**src/rtl/f_to_d_queue_pkg.sv**
```systemverilog
// Shared fetch/decode definitions: NOP encoding and fetch-bundle sizing.
package pipe_pkg;

  localparam int          DEF_XLEN    = 32;
  localparam int          DEF_PC_BITS = 12;
  localparam logic [31:0] NOP_INST    = 32'h2000_0000;

  // One queued fetch bundle: pc, inst, taken flag, target pc, link address.
  function automatic int fetch_bundle_w(input int pc_bits, input int xlen);
    return 2 * pc_bits + 2 * xlen + 1;
  endfunction

  localparam int FETCH_BUNDLE_W = fetch_bundle_w(DEF_PC_BITS, DEF_XLEN);

endpackage

```
**src/rtl/f_to_d_queue_if.sv**
```systemverilog
// Fetch-to-decode queue handshake bundle.
// master: fetch/decode side driving F_* and D_ready; slave: the queue itself.
interface f_to_d_queue_if
  import pipe_pkg::*;
#(
  parameter int XLEN    = DEF_XLEN,
  parameter int PC_BITS = DEF_PC_BITS,
  parameter int DEPTH   = 4
);

  logic                       F_valid;
  logic                       F_ready;
  logic [PC_BITS-1:0]         F_pc;
  logic [XLEN-1:0]            F_inst;
  logic                       F_BP_taken;
  logic [PC_BITS-1:0]         F_BP_target_pc;
  logic [XLEN-1:0]            F_link_addr;
  logic                       flush;
  logic                       D_ready;
  logic                       D_valid;
  logic [PC_BITS-1:0]         D_pc;
  logic [XLEN-1:0]            D_inst;
  logic                       D_BP_taken;
  logic [PC_BITS-1:0]         D_BP_target_pc;
  logic [XLEN-1:0]            D_link_addr;
  logic [$clog2(DEPTH+1)-1:0] count;

  modport master (
    output F_valid, F_pc, F_inst, F_BP_taken, F_BP_target_pc, F_link_addr,
    output flush, D_ready,
    input  F_ready, D_valid, D_pc, D_inst, D_BP_taken, D_BP_target_pc, D_link_addr,
    input  count
  );

  modport slave (
    input  F_valid, F_pc, F_inst, F_BP_taken, F_BP_target_pc, F_link_addr,
    input  flush, D_ready,
    output F_ready, D_valid, D_pc, D_inst, D_BP_taken, D_BP_target_pc, D_link_addr,
    output count
  );

endinterface

```
**src/rtl/f_to_d_queue_storage.sv**
```systemverilog
// Fetch-bundle register array: one synchronous write port, one async read port.
// Deliberately unreset; validity is tracked by the queue's count.
module fq_storage #(
  parameter  int WIDTH = 8,
  parameter  int DEPTH = 4,
  localparam int AW    = $clog2(DEPTH)
) (
  input  logic             clk,
  input  logic             we,
  input  logic [AW-1:0]    waddr,
  input  logic [WIDTH-1:0] wdata,
  input  logic [AW-1:0]    raddr,
  output logic [WIDTH-1:0] rdata
);

  logic [WIDTH-1:0] mem [DEPTH];

  // Write the pushed bundle into its slot.
  always_ff @(posedge clk) begin
    if (we) mem[waddr] <= wdata;
  end

  assign rdata = mem[raddr];

endmodule

```
**src/rtl/f_to_d_queue.sv**
```systemverilog
// Fetch-to-decode instruction queue: circular buffer with valid/ready on both
// sides, no fall-through, flush and reset clear pointers and occupancy only.
module f_to_d_queue
  import pipe_pkg::*;
#(
  parameter int              XLEN    = DEF_XLEN,
  parameter int              PC_BITS = DEF_PC_BITS,
  parameter int              DEPTH   = 4,
  parameter logic [XLEN-1:0] NOP     = XLEN'(NOP_INST)
) (
  input logic          clk,
  input logic          rst,
  f_to_d_queue_if.slave q
);

  localparam int              PTR_W = $clog2(DEPTH);
  localparam int              CNT_W = $clog2(DEPTH + 1);
  localparam int              BW    = fetch_bundle_w(PC_BITS, XLEN);
  localparam logic [CNT_W-1:0] FULL = CNT_W'(DEPTH);

  logic [PTR_W-1:0] wr_ptr;
  logic [PTR_W-1:0] rd_ptr;
  logic [CNT_W-1:0] count_r;
  logic             push;
  logic             pop;
  logic [BW-1:0]    wr_bundle;
  logic [BW-1:0]    rd_bundle;

  // Ready/valid come from registered occupancy only, so a full queue never
  // accepts even when the head leaves in the same cycle.
  assign q.F_ready = (count_r != FULL);
  assign q.D_valid = (count_r != '0);
  assign q.count   = count_r;

  assign push = q.F_valid & q.F_ready & ~q.flush;
  assign pop  = q.D_valid & q.D_ready & ~q.flush;

  assign wr_bundle = {q.F_pc, q.F_inst, q.F_BP_taken, q.F_BP_target_pc, q.F_link_addr};

  fq_storage #(
    .WIDTH (BW),
    .DEPTH (DEPTH)
  ) u_storage (
    .clk   (clk),
    .we    (push),
    .waddr (wr_ptr),
    .wdata (wr_bundle),
    .raddr (rd_ptr),
    .rdata (rd_bundle)
  );

  // Pointer and occupancy update; reset outranks flush, flush outranks traffic.
  always_ff @(posedge clk) begin
    if (rst || q.flush) begin
      wr_ptr  <= '0;
      rd_ptr  <= '0;
      count_r <= '0;
    end else begin
      if (push) wr_ptr <= wr_ptr + PTR_W'(1);
      if (pop)  rd_ptr <= rd_ptr + PTR_W'(1);
      case ({push, pop})
        2'b10:   count_r <= count_r + CNT_W'(1);
        2'b01:   count_r <= count_r - CNT_W'(1);
        default: count_r <= count_r;
      endcase
    end
  end

  // Present the head bundle, or a NOP with zeroed side fields when empty.
  always_comb begin
    q.D_pc           = '0;
    q.D_inst         = NOP;
    q.D_BP_taken     = 1'b0;
    q.D_BP_target_pc = '0;
    q.D_link_addr    = '0;
    if (q.D_valid) begin
      {q.D_pc, q.D_inst, q.D_BP_taken, q.D_BP_target_pc, q.D_link_addr} = rd_bundle;
    end
  end

endmodule

```
**src/flat_wrapper.sv**
```systemverilog
// flat-port wrapper written by rule: the top's interface ports become plain ports
module f_to_d_queue_flat import pipe_pkg::*;
#(
  parameter int              XLEN    = DEF_XLEN,
  parameter int              PC_BITS = DEF_PC_BITS,
  parameter int              DEPTH   = 4,
  parameter logic [XLEN-1:0] NOP     = XLEN'(NOP_INST)
)
  (clk, rst, q_F_valid, q_F_pc, q_F_inst, q_F_BP_taken, q_F_BP_target_pc, q_F_link_addr, q_flush, q_D_ready, q_F_ready, q_D_valid, q_D_pc, q_D_inst, q_D_BP_taken, q_D_BP_target_pc, q_D_link_addr, q_count);
  f_to_d_queue_if #(.XLEN(XLEN), .PC_BITS(PC_BITS), .DEPTH(DEPTH)) q_i ();
  input logic clk;
  input logic rst;
  input wire logic [$bits(q_i.F_valid)-1:0] q_F_valid;
  input wire logic [$bits(q_i.F_pc)-1:0] q_F_pc;
  input wire logic [$bits(q_i.F_inst)-1:0] q_F_inst;
  input wire logic [$bits(q_i.F_BP_taken)-1:0] q_F_BP_taken;
  input wire logic [$bits(q_i.F_BP_target_pc)-1:0] q_F_BP_target_pc;
  input wire logic [$bits(q_i.F_link_addr)-1:0] q_F_link_addr;
  input wire logic [$bits(q_i.flush)-1:0] q_flush;
  input wire logic [$bits(q_i.D_ready)-1:0] q_D_ready;
  output wire logic [$bits(q_i.F_ready)-1:0] q_F_ready;
  output wire logic [$bits(q_i.D_valid)-1:0] q_D_valid;
  output wire logic [$bits(q_i.D_pc)-1:0] q_D_pc;
  output wire logic [$bits(q_i.D_inst)-1:0] q_D_inst;
  output wire logic [$bits(q_i.D_BP_taken)-1:0] q_D_BP_taken;
  output wire logic [$bits(q_i.D_BP_target_pc)-1:0] q_D_BP_target_pc;
  output wire logic [$bits(q_i.D_link_addr)-1:0] q_D_link_addr;
  output wire logic [$bits(q_i.count)-1:0] q_count;
  assign q_i.F_valid = q_F_valid;
  assign q_i.F_pc = q_F_pc;
  assign q_i.F_inst = q_F_inst;
  assign q_i.F_BP_taken = q_F_BP_taken;
  assign q_i.F_BP_target_pc = q_F_BP_target_pc;
  assign q_i.F_link_addr = q_F_link_addr;
  assign q_i.flush = q_flush;
  assign q_i.D_ready = q_D_ready;
  assign q_F_ready = q_i.F_ready;
  assign q_D_valid = q_i.D_valid;
  assign q_D_pc = q_i.D_pc;
  assign q_D_inst = q_i.D_inst;
  assign q_D_BP_taken = q_i.D_BP_taken;
  assign q_D_BP_target_pc = q_i.D_BP_target_pc;
  assign q_D_link_addr = q_i.D_link_addr;
  assign q_count = q_i.count;
  f_to_d_queue #(.XLEN(XLEN), .PC_BITS(PC_BITS), .DEPTH(DEPTH), .NOP(NOP)) u_core (.clk(clk), .rst(rst), .q(q_i));
endmodule
```
**config.mk**
```make
export PLATFORM = sky130hd
export DESIGN_NAME = f_to_d_queue_flat
export DESIGN_NICKNAME = d
export VERILOG_FILES = /design/src/rtl/f_to_d_queue_pkg.sv /design/src/rtl/f_to_d_queue_if.sv /design/src/rtl/f_to_d_queue_storage.sv /design/src/rtl/f_to_d_queue.sv /design/src/flat_wrapper.sv
export SDC_FILE = /design/constraint.sdc
export NUM_CORES = 1
export LEC_CHECK = 0
export CAP_MARGIN = 5
export CORE_MARGIN = 2
export CORE_UTILIZATION = 40
export CTS_CLUSTER_SIZE = 14
export DETAILED_ROUTE_END_ITERATION = 7
export PLACE_DENSITY = 0.71
export SETUP_SLACK_MARGIN = 0.2
export SYNTH_ARGS = -nofsm -noshare
export SYNTH_HDL_FRONTEND = slang
export SYNTH_SLANG_ARGS = --single-unit
```
**constraint.sdc**
```tcl
create_clock -name clk -period 9.5 [get_ports clk]
set_input_delay 0.95 -clock clk [delete_from_list [all_inputs] [get_ports clk]]
set_output_delay 0.95 -clock clk [all_outputs]
set_load 0.01 [all_outputs]
```
# Word-level counts from Yosys, hierarchy flattened
# Memories as Yosys holds them, arrays and structs flattened. A register that Yosys moved wholly into a read port is not among the register bits.
# Cells that the tools add are included.
dict set report totals {
  regBits 7
  latch_bits 0
  mem_bits_rw 356
  romBits 0
  in_bits 94
  output_inout_bits 94
  elab_cells 29
  memories 1
}
# memory depth word_bits rd rd_clocked_by_memory_dff write_ports line
set memory_table {}
lappend memory_table {u_core.u_storage.mem 4 89 1 1 1 f_to_d_queue_storage.sv:16} ;# logic [WIDTH-1:0] mem [DEPTH];
dict set report classes {
  addsub 4
  multipliers 0
  n_div 0
  n_lt_le_gt_ge 0
  n_eq_ne 3
  shifts 0
  muxes 10
  bitwise_logic 5
  reduce_logical 3
}
# operator n
set ops {}
lappend ops {{32-bit 2-to-1 mux} 2}
lappend ops {{12-bit 2-to-1 mux} 2}
lappend ops {{3-bit one-hot mux with 2 select lines} 1}
lappend ops {{2-bit by 1-bit adder with 2-bit output, second input constant} 2}
lappend ops {{1-bit bitwise AND} 4}
lappend ops {{2-bit 2-to-1 mux} 2}
lappend ops {{3-bit by 1-bit adder with 3-bit output, second input constant} 1}
lappend ops {{1-bit 2-to-1 mux} 3}
lappend ops {{3-bit != test, second input constant} 1}
lappend ops {{3-bit nonzero test} 1}
lappend ops {{3-bit by 1-bit subtractor with 3-bit output, second input constant} 1}
lappend ops {{2-bit by 1-bit == test with 1-bit output, second input constant} 1}
lappend ops {{2-bit == test, second input constant} 1}
lappend ops {{2-bit nonzero test} 1}
lappend ops {{1-bit logical OR} 1}
lappend ops {{1-bit NOT} 1}

# Longest topological paths before layout
# Gate-level depths: netlist of run 1.
dict set report logic_depth {
  depth_word 5
  mapped_depth 10
  depth_no_buf 9
}

# Hierarchy
# A second synthesis of run 1 with hierarchy kept.
dict set report unflattened {
  hier_cells 611
  area_unflattened_um2 13897.1
}
# module instances cells_per_inst area_per_inst_um2 seq_area_each_um2
set by_module_without_submodules {}
lappend by_module_without_submodules {fq_storage 1 469 12848.6 10690.3}
lappend by_module_without_submodules {f_to_d_queue 1 142 1048.5 140.1}

# Least setup slack after synthesis of run 1
# No wires, ideal clock.
dict set report synth_timing {
  kind {input-to-reg}
  start {in q_F_valid}
  end {mem u_core.u_storage.mem[0][0] (netlist name), enable pin}
  setup_time_ps 458
  t_arrival_ps 3410
  required_ps 9042
  slack_ps 5632
  stages 2
  path_buffers 0
  path_cell_list {nor2b_1 and3_1}
}
dict set report synth_between {
  elab_chain_len 4
}
# item line
set synth_rtl {}
lappend synth_rtl {{from (decl)} flat_wrapper.sv:13} ;# input wire logic [$bits(q_i.F_valid)-1:0] q_F_valid;
lappend synth_rtl {{1-bit bitwise AND (2 in a row)} f_to_d_queue.sv:35} ;# assign push = q.F_valid & q.F_ready & ~q.flush;
lappend synth_rtl {{1-bit 2-to-1 mux} f_to_d_queue_storage.sv:20} ;# if (we) mem[waddr] <= wdata;
lappend synth_rtl {{1-bit 2-to-1 mux (implied by the code)} f_to_d_queue_storage.sv:20}
lappend synth_rtl {{to (decl)} f_to_d_queue_storage.sv:16}
# Every way passes these cells.

==> summary.md, run 1 <==
* **run status** complete, no violations
* **GRT Overall Usage** 15.1%
* **Reg2Reg Capture Point** u_core.u_storage.mem[3][60]
* **total standard cell area after synthesis** 13900 um2
* **port bufs** 187
* **shortest period the worst path allows** 4.61 ns
* **CTS buffer count** 37
* **R2R Setup Slk** 6.89 ns
* **top cells by count, synth** sky130_fd_sc_hd__edfxtp_1 (356), sky130_fd_sc_hd__and2_1 (89), sky130_fd_sc_hd__mux4_2 (89)
* **utilization after layout** 50.5%
* **top cells by area in the synthesized netlist** sky130_fd_sc_hd__edfxtp_1 (77%), sky130_fd_sc_hd__mux4_2 (14%), sky130_fd_sc_hd__and2_1 (4.0%), sky130_fd_sc_hd__dfxtp_1 (1.3%), sky130_fd_sc_hd__clkbuf_1 (0.46%)
* **unrepaired setup endpoints after global routing** no
* **later-pin clock latency in the skew report** 0.52 ns
* **fraction of final layout cells sized beyond drive strength 1** 18.1%
* **Die W** 190 um
* **synthesized instance count** 620
* **IO Pins** 188
* **Final Max Tran Viols** 0
* **total number of vias** 6589
* **worst slew margin relative to its limit** 35.5%
* **setup fix buffers added after clock tree synthesis** 0
* **post-route total power** 0.00328 W
* **H-tree Lvls** 2
* **Area Growth Syn to Fin** 24.9%
* **clock tree from TritonCTS** done
* **number of design-rule violations left by the first detailed-router iteration** 281
* **data arrival time at the worst-slack endpoint** 3.66 ns
* **GRT met2 Usage** 25.5%
* **Yosys top cell area share** 76.9%
* **slew at the pin with the worst max-slew slack** 0.968 ns
* **Achievable Freq** 217 MHz
* **leading cell type by number of instances after synthesis** sky130_fd_sc_hd__edfxtp_1
* **number of cells traversed by the worst hold path** 2
* **Worst R2R Path Depth** 3
* **smallest hold slack** 0.508 ns
* **number of distinct library cells after synthesis** 28
* **Synth Register Bits** 365
* **leak pwr** 5.40 nW
* **Post-synth EDFFs** 356
* **Post-CTS Resized** 0
* **layer with the highest usage after global routing** met2
* **number of antenna violations at the first check in global routing** 2
* **Fin Clk Skew** 0.0172 ns
* **average cell area after synthesis** 22.4 um2
* **clock net sink count** 365
* **number of design rule violations left after detail routing** 0
* **top fanout value on the critical path** 47
* **Worst EP required** 8.55 ns
* **class of the worst hold path** flop to flop
* **ratio of total power to cell area** 189 nW/um2
* **fill cell instance count of the final layout** 2773
* **hold-fix buffer count after cts** 0
* **Peak VDD IR** 149 uV
* **post-route fraction of the period consumed by the critical path** 48.5%
* **met1 demand-to-capacity share in global routing** 18.4%
* **starting density of the core** 40.4%
* **remaining antenna violation count** 0
* **total overflow reported by the global router** 0
* **Pre-antenna DRT Iters** 4
* **category of the most critical setup path** flop to output port
* **via count of the first global-routing pass** 7166
* **# Max-Cap Violations** 0
* **count of endpoints failing hold in the final timing report** 0
* **number of buffers on the longest clock path** 3
* **final routed wire length divided by cell count** 20.7 um
* **number of placement rows** 68
* **Sum Neg Setup Slack** 0 ns
* **RD Place Congestion** 0.659
* **type of element capturing the critical path** output port
* **Chip Height** 190 um
* **DRT Wirelength** 27000 um
* **net count of the finished layout** 922
* **Via density** 5.06
* **startpoint of the worst register-to-register path** u_core.q.count[0]
* **min-delay src** u_core.rd_ptr[1]
* **leading register cell type out of synthesis** sky130_fd_sc_hd__edfxtp_1
* **met3 layer usage reported by global route** 4.78%
* **maximum number of pins on one net before global-route repair** 90
* **syn_nets** 720
* **Setup-failing EPs final** 0
* **HPWL reported at the end of detailed placement** 15300 um
* **largest area contributor in the netlist** sky130_fd_sc_hd__edfxtp_1
* **wire length of the first global-routing pass** 41200 um
* **sequential fraction of the synthesis area** 78.2%
* **root cell of the clock tree** sky130_fd_sc_hd__clkbuf_16
* **crit path launch type** flop
* **clock slew seen by the registers of the worst setup and hold paths** 0.06 ns
* **count of yosys warnings during synthesis** 0
* **async set-or-reset flop fraction in the synthesized netlist** 0%
* **Die Area** 36200 um2
* **area inside the core boundary** 34400 um2
[critical path, cell delays in order, from the launching register on]
cell	delay, ns
sky130_fd_sc_hd__dfxtp_4	0.91
sky130_fd_sc_hd__buf_4	0.87
sky130_fd_sc_hd__mux4_2	0.59
sky130_fd_sc_hd__and2_1	0.18
sky130_fd_sc_hd__clkdlybuf4s50_1	0.49
[through the flow]
step / setup slack, ns / cells / cell area (um2)
2_1_floorplan: 5.63 / 620 / 13900
3_3_place_gp: 5.24 / 1238 / 16300
3_5_place_dp: 5.27 / 1238 / 16300
4_1_cts: 4.72 / 1300 / 17300
5_1_grt: 4.53 / 1301 / 17300
6_report: 4.89 / 1302 / 17300
[cell type report]
class                      count  area, um2  area share [%]
inverter                       7       26.3           0.151
timing repair buffer         194       1920            11.1
multi-input combinational    217       2850            16.5
clock inverter                18        140           0.808
clock buffer                  44        952            5.49
antenna                        2       5.00          0.0288
tap                          455        569            3.28
sequential                   365      10900            62.7
[cell usage in the layout, fill, tap and decap left out, drive strengths merged, types with 3 or more instances in the layout]
cell           synthesis  routed
and2                  89      89
mux4                  89      89
ha                     5       5
buf                   14       7
clkinv                 0      14
clkbuf                17      44
inv                    7       9
nor2                   7       7
and3                   4       4
dfxtp                  9       9
a21oi                  4       4
edfxtp               356     356
xor2                   3       3
clkdlybuf4s50          0     187
[how the worst max path moves through the flow]
stage	to	slack, ns	cells after the start	startpoint
floorplan	u_core.u_storage.mem[0][0]	5.63	2	q_F_valid
global placement	q_D_inst[24]	5.24	4	flop
detailed placement	q_D_inst[24]	5.27	4	flop
CTS	q_D_inst[24]	4.72	4	flop
global route	q_D_inst[26]	4.53	4	flop
finish	q_D_link_addr[11]	4.89	4	flop
[flip-flops by register name, summed over array words and instances, names as in the netlist, named ones only]
register and count:
u_core.rd_ptr 2, u_core.wr_ptr 2, u_core.u_storage.mem 356, u_core.q.count 3
[power by group]
group	leakage, nW	switching (W)	internal [W]
Combinational	1.55	0.0000631	0.0000819
Clock	0.542	0.000565	0.000767
Sequential	3.31	0.00000672	0.00179
[logic make-up after synthesis]
group,after synthesis,synth area share [%]
DFF,365,78.2
and+or+nand+nor,110,4.81
muxes,89,14.4
buffers and inverters,38,1.38
AOI/OAI and AO/OA,9,0.378
adders and majority gates,6,0.594
xor gates and xnor gates,3,0.189
[layer usage]
| layer | up-vias | part of all wire [%] |
|---|---|---|
| li1 | 2929 | - |
| met1 | 3408 | 40 |
| met2 | 195 | 50 |
| met3 | 57 | 7.6 |
| met4 | 0 | 2.8 |
| met5 | - | 0 |
(Power assumes the default switching activity.)
==> run 2, diff against run 1 <==
- PLACE_DENSITY: 0.71 -> 0.74
- clock period: 9.5 -> 4 ns (I/O delays scaled with it)
==> run 2 against run 1 <==
Core utilization increased by 0.63 points. Final cell count up 1.1%. Worst hold slack got worse by 0.014 ns. Largest cell class unchanged. Critical path type unchanged.
==> summary.md, run 2 (same netlist as run 1, synthesis figures left out) <==
* **Achievable Freq** 315 MHz
* **number of buffers and inverters on the critical path** 2, unchanged
* **Sum Neg Setup Slack** 0 ns, unchanged
* **Final Max Tran Viols** 0, unchanged
* **Max stage delay on crit path** 0.81 ns, -0.10 ns
* **DRT Wirelength** 27400 um, +1.8%
* **count of endpoints failing hold in the final timing report** 0, unchanged
* **ratio of total power to cell area** 445 nW/um2, +140%
* **Chip Height** 190 um, unchanged
* **remaining antenna violation count** 0, unchanged
* **Die Area** 36200 um2, unchanged
* **final routed wire length divided by cell count** 20.8 um, +0.69%
* **wire length of the first global-routing pass** 41700 um, +1.2%
* **CTS buffer count** 37, unchanged
* **starting density of the core** 40.4%, unchanged
* **# Max-Cap Violations** 0, unchanged
* **number of buffers on the longest clock path** 3, unchanged
* **clock slew seen by the registers of the worst setup and hold paths** 0.06 ns, about the same
* **GRT Overall Usage** 15.3%, +0.23 points
* **port bufs** 187, unchanged
* **net count of the finished layout** 932, +1.1%
* **fraction of final layout cells sized beyond drive strength 1** 19.1%, +0.96 points
* **RD Place Congestion** 0.728, +10%
* **number of design rule violations left after detail routing** 0, unchanged
* **flip-flop count of the largest register, all copies and words added** 356, unchanged
* **IO Pins** 188, unchanged
* **total number of vias** 6605, +0.24%
* **fill cell instance count of the final layout** 2765, -0.29%
* **slew at the pin with the worst max-slew slack** 0.726 ns, -0.242 ns
* **number of non-filler instances in the completed layout** 1316, +1.1%
* **smallest hold slack** 0.494 ns, -0.0137 ns
* **maximum number of pins on one net before global-route repair** 59, -34%
* **leak pwr** 5.49 nW, +1.8%
* **type of element capturing the critical path** output port
* **critical-path cell with the highest stage delay** sky130_fd_sc_hd__dfxtp_4
* **unrepaired setup endpoints after global routing** no
* **post-route fraction of the period consumed by the critical path** 79.4%
* **clock net sink count** 365, unchanged
* **number of placement rows** 68, unchanged
* **number of design-rule violations left by the first detailed-router iteration** 376, +34%
* **root cell of the clock tree** sky130_fd_sc_hd__clkbuf_16
* **shortest period the worst path allows** 3.17 ns
* **area inside the core boundary** 34400 um2, unchanged
* **Setup-failing EPs final** 0, unchanged
* **run status** complete, no violations
* **later-pin clock latency in the skew report** 0.51 ns, about the same
* **dpl cells** 1248, +0.81%
* **HPWL reported at the end of detailed placement** 16600 um, +8.8%
* **ordered list of cells on the worst path** buf_12 -> mux4_2 -> and2_1 -> clkdlybuf4s50_1
* **area taken by flip-flops and latches** 10900 um2, unchanged
* **number of antenna violations at the first check in global routing** 1, -1
* **Peak VDD IR** 233 uV, +56%
* **Post-CTS Resized** 0, unchanged
* **H-tree Lvls** 2, unchanged
* **top fanout value on the critical path** 43, -8.5%
* **setup fix buffers added after clock tree synthesis** 0, unchanged
* **Area Growth Syn to Fin** 26.4%
* **Worst EP required** 3.60 ns, -4.95 ns
* **Pre-antenna DRT Iters** 5, +1
* **data arrival time at the worst-slack endpoint** 2.77 ns, -0.89 ns
* **clock tree from TritonCTS** done
* **largest register by flop count** u_core.u_storage.mem
* **category of the most critical setup path** flop to output port
* **total area of multi-input combinational cells** 2850 um2, unchanged
* **via count of the first global-routing pass** 7178, +0.17%
* **crit path launch type** flop
* **worst slew margin relative to its limit** 51.6%, +16 points
* **most common library cell in the layout ignoring fill and taps** sky130_fd_sc_hd__edfxtp_1
* **Post-Layout Inst Area** 17600 um2, +1.2%
* **Placed Instance Area** 16400 um2, +1.2%
* **total overflow reported by the global router** 0, unchanged
* **Die W** 190 um, unchanged
* **Via density** 5.02, -0.82%
* **class of the worst hold path** flop to flop
* **Fin Clk Skew** 0.00981 ns, -0.00735 ns
* **Crit path max-delay family** flip-flops
* **highest-count cells in the layout ignoring fill and taps** sky130_fd_sc_hd__edfxtp_1 (356), sky130_fd_sc_hd__clkdlybuf4s50_1 (187), sky130_fd_sc_hd__mux4_2 (89), sky130_fd_sc_hd__and2_1 (89), sky130_fd_sc_hd__clkbuf_16 (39)
* **post-route total power** 0.00781 W, +140%
* **hold-fix buffer count after cts** 0, unchanged
## run 2: changes by cell type in the layout (fill, tap and decap cells not counted), sizes merged
cell,delta
buf,+10
clkinv,+5
clkbuf,+2
bufinv,-1
diode,-1
inv,-1
## run 2: metal layers
layer / wire [um] / vias to the layer above / global-route usage [%]
li1: - / 2949 / -
met1: 11600 / 3434 / 20.2
met2: 13700 / 177 / 25.7
met3: 1580 / 43 / 3.35
met4: 587 / 2 / 4.26
met5: 15 / - / 0
## run 2: path summary, 6_finish.rpt
path                startpoint                 to  slack, ns  cells after the start
max                       flop  q_D_link_addr[26]       0.83                      4
min           u_core.rd_ptr[1]               flop       0.49                      2
max reg2reg  u_core.q.count[2]  u_core.q.count[2]       1.52                      9
min reg2reg   u_core.rd_ptr[1]               flop       0.49                      2
## run 2: area by class of cell
| cell class | instances | area share, % |
|---|---|---|
| clock inverter | 21 | 0.691 |
| tap | 455 | 3.24 |
| clock buffer | 46 | 5.71 |
| antenna | 1 | 0.0142 |
| sequential | 365 | 61.9 |
| inverter | 7 | 0.150 |
| timing repair buffer | 204 | 12.0 |
| multi-input combinational | 217 | 16.2 |
## run 2: power breakdown
group	leakage (nW)	switching, W	internal [W]
clock network	0.558	0.00135	0.00184
logic	1.63	0.000155	0.000200
registers	3.31	0.0000129	0.00425
total	5.49	0.00152	0.00629
## run 2: worst reg2reg max path, cell delays in order (launching register included)
cell and delay (ns):
sky130_fd_sc_hd__dfxtp_1 0.41, sky130_fd_sc_hd__or3b_1 0.52, sky130_fd_sc_hd__and2_1 0.21, sky130_fd_sc_hd__inv_1 0.05, sky130_fd_sc_hd__ha_1 0.17, sky130_fd_sc_hd__inv_1 0.06, sky130_fd_sc_hd__fa_1 0.38, sky130_fd_sc_hd__xor2_1 0.16
sky130_fd_sc_hd__or3_1 0.30, sky130_fd_sc_hd__a21oi_1 0.14
## run 2: metrics by stage
step / worst slack [ns] / util, %
5_1_grt: 0.611 / 51.1
4_1_cts: 0.731 / 51.1
6_report: 0.825 / 51.1
3_3_place_gp: 1.30 / 47.8
3_5_place_dp: 1.23 / 47.8
2_1_floorplan: 0.667 / -
==> run 3, diff against run 2 <==
- clock period: 4 -> 2.6 ns (I/O delays scaled with it)
==> run 3 against run 2 <==
Largest power group unchanged. Sequential share of layout area decreased by 2.6 points. Clock power up 64%. Global-route usage is 1.3 points higher. Highest routed layer unchanged.
==> summary.md, run 3 (same netlist as run 1, synthesis figures left out) <==
* **number of design rule violations left after detail routing** 0, unchanged
* **via count of the first global-routing pass** 7345, +2.3%
* **Die W** 190 um, unchanged
* **number of placement rows** 68, unchanged
* **total overflow reported by the global router** 0, unchanged
* **CTS buffer count** 38, +2.7%
* **Worst EP required** 2.34 ns, -1.26 ns
* **post-route fraction of the period consumed by the critical path** 93.8%
* **flip-flop count of the largest register, all copies and words added** 356, unchanged
* **fraction of final layout cells sized beyond drive strength 1** 37.5%, +18 points
* **leak pwr** 6.16 nW, +12%
* **DRT Wirelength** 29900 um, +8.9%
* **final routed wire length divided by cell count** 22.0 um, +5.6%
* **clock tree from TritonCTS** done
* **largest register by flop count** u_core.u_storage.mem
* **area inside the core boundary** 34400 um2, unchanged
* **Achievable Freq** 410 MHz
* **# Max-Cap Violations** 0, unchanged
* **unrepaired setup endpoints after global routing** yes
* **top fanout value on the critical path** 7, -84%
* **remaining antenna violation count** 0, unchanged
* **HPWL reported at the end of detailed placement** 15800 um, -4.6%
* **Pre-antenna DRT Iters** 4, -1
* **run status** complete, no violations
* **crit path launch type** flop
* **maximum number of pins on one net before global-route repair** 48, -19%
* **Die Area** 36200 um2, unchanged
* **number of buffers on the longest clock path** 3, unchanged
* **Fin Clk Skew** 0.0127 ns, +0.00286 ns
* **port bufs** 187, unchanged
* **number of antenna violations at the first check in global routing** 1, unchanged
* **root cell of the clock tree** sky130_fd_sc_hd__clkbuf_16
* **data arrival time at the worst-slack endpoint** 2.18 ns, -0.59 ns
* **number of design-rule violations left by the first detailed-router iteration** 441, +17%
* **type of element capturing the critical path** output port
* **Peak VDD IR** 506 uV, +120%
* **later-pin clock latency in the skew report** 0.51 ns, about the same
* **slew at the pin with the worst max-slew slack** 0.509 ns, -0.217 ns
* **smallest hold slack** 0.371 ns, -0.123 ns
* **highest-count cells in the layout ignoring fill and taps** sky130_fd_sc_hd__edfxtp_1 (356), sky130_fd_sc_hd__clkdlybuf4s50_1 (98), sky130_fd_sc_hd__mux4_2 (89), sky130_fd_sc_hd__buf_2 (57), sky130_fd_sc_hd__and2_1 (55)
* **Chip Height** 190 um, unchanged
* **IO Pins** 188, unchanged
* **ratio of total power to cell area** 675 nW/um2, +52%
* **RD Place Congestion** 0.714, -1.9%
* **worst slew margin relative to its limit** 66.0%, +14 points
* **class of the worst hold path** primary input to flop
* **starting density of the core** 40.4%, unchanged
* **Area Growth Syn to Fin** 32.1%
* **Setup-failing EPs final** 0, unchanged
* **GRT Overall Usage** 16.6%, +1.3 points
* **Via density** 5.04, +0.34%
* **net count of the finished layout** 976, +4.7%
* **wire length of the first global-routing pass** 44400 um, +6.5%
* **Final Max Tran Viols** 0, unchanged
* **dpl cells** 1253, +0.40%
* **clock slew seen by the registers of the worst setup and hold paths** 0.06 ns, about the same
* **shortest period the worst path allows** 2.44 ns
* **hold-fix buffer count after cts** 0, unchanged
* **count of endpoints failing hold in the final timing report** 0, unchanged
* **H-tree Lvls** 2, unchanged
* **number of non-filler instances in the completed layout** 1358, +3.2%
* **Sum Neg Setup Slack** 0 ns, unchanged
* **category of the most critical setup path** flop to output port
* **clock net sink count** 365, unchanged
* **total number of vias** 6839, +3.5%
* **most common library cell in the layout ignoring fill and taps** sky130_fd_sc_hd__edfxtp_1
[run 3: cell count changes in the layout (fill, tap and decap cells not counted), sizes merged]
cell,change
clkdlybuf4s50,-89
clkdlybuf4s15,+1
bufbuf,+2
clkinvlp,+1
bufinv,+1
clkinv,-7
buf,+122
inv,-1
clkbuf,+12
[run 3: worst paths after layout]
check / cells after the start / startpoint / slack (ns) / to
max: 7 / flop / 0.16 / q_D_pc[5]
min: 1 / q_F_link_addr[8] / 0.37 / u_core.u_storage.mem[1][8]
max reg2reg: 9 / u_core.q.count[0] / 0.37 / u_core.q.count[2]
min reg2reg: 2 / u_core.rd_ptr[1] / 0.48 / flop
[run 3: metal layers]
| layer | part of all wire, % | up-vias | GRT usage [%] |
|---|---|---|---|
| li1 | - | 3034 | - |
| met1 | 43 | 3576 | 22.2 |
| met2 | 50 | 182 | 27.5 |
| met3 | 5.1 | 45 | 4.05 |
| met4 | 1.8 | 2 | 4.41 |
| met5 | 0.043 | - | 0 |
[run 3: per-stage QoR]
| step | total power [W] | worst slack (ns) | util, % | cell area, um2 |
|---|---|---|---|---|
| 6_report | 0.0124 | 0.161 | 53.4 | 18400 |
| 5_1_grt | 0.0128 | 0.0815 | 53.4 | 18400 |
| 4_1_cts | 0.0125 | 0.109 | 52.9 | 18200 |
| 3_5_place_dp | 0.00725 | 0.141 | 48.2 | 16600 |
| 3_3_place_gp | 0.00724 | 0.197 | 48.2 | 16600 |
| 2_1_floorplan | 0.00689 | 0.260 | - | 13900 |
[run 3: layout make-up]
class / instances / area (um2)
diodes: 1 / 2.50
clock buffers: 51 / 1090
clock inverters: 15 / 120
fillers: 2674 / 16000
inverters: 7 / 26.3
multi-input cells: 217 / 2950
flip-flops and latches: 365 / 10900
well taps: 455 / 569
repair buffers: 247 / 2710
[run 3: what timing repair did]
item                                    CTS  global route
resized for setup                       378            66
endpoints found under the setup margin   90            88
cloned                                   14             0
pin swaps                                 0            23
buffers inserted                         21             3
[run 3: critical path, stage by stage (launching register included)]
cell and delay [ns]:
sky130_fd_sc_hd__dfxtp_4 0.37, sky130_fd_sc_hd__buf_12 0.14, sky130_fd_sc_hd__buf_12 0.13, sky130_fd_sc_hd__buf_16 0.14, sky130_fd_sc_hd__buf_8 0.12, sky130_fd_sc_hd__mux4_2 0.48
sky130_fd_sc_hd__and2_4 0.17, sky130_fd_sc_hd__buf_6 0.11
[run 3: power by group]
part / internal (W) / switching (W)
clock: 0.00314 / 0.00208
sequential: 0.00654 / 0.0000200
combinational: 0.000345 / 0.000267
total: 0.0100 / 0.00237
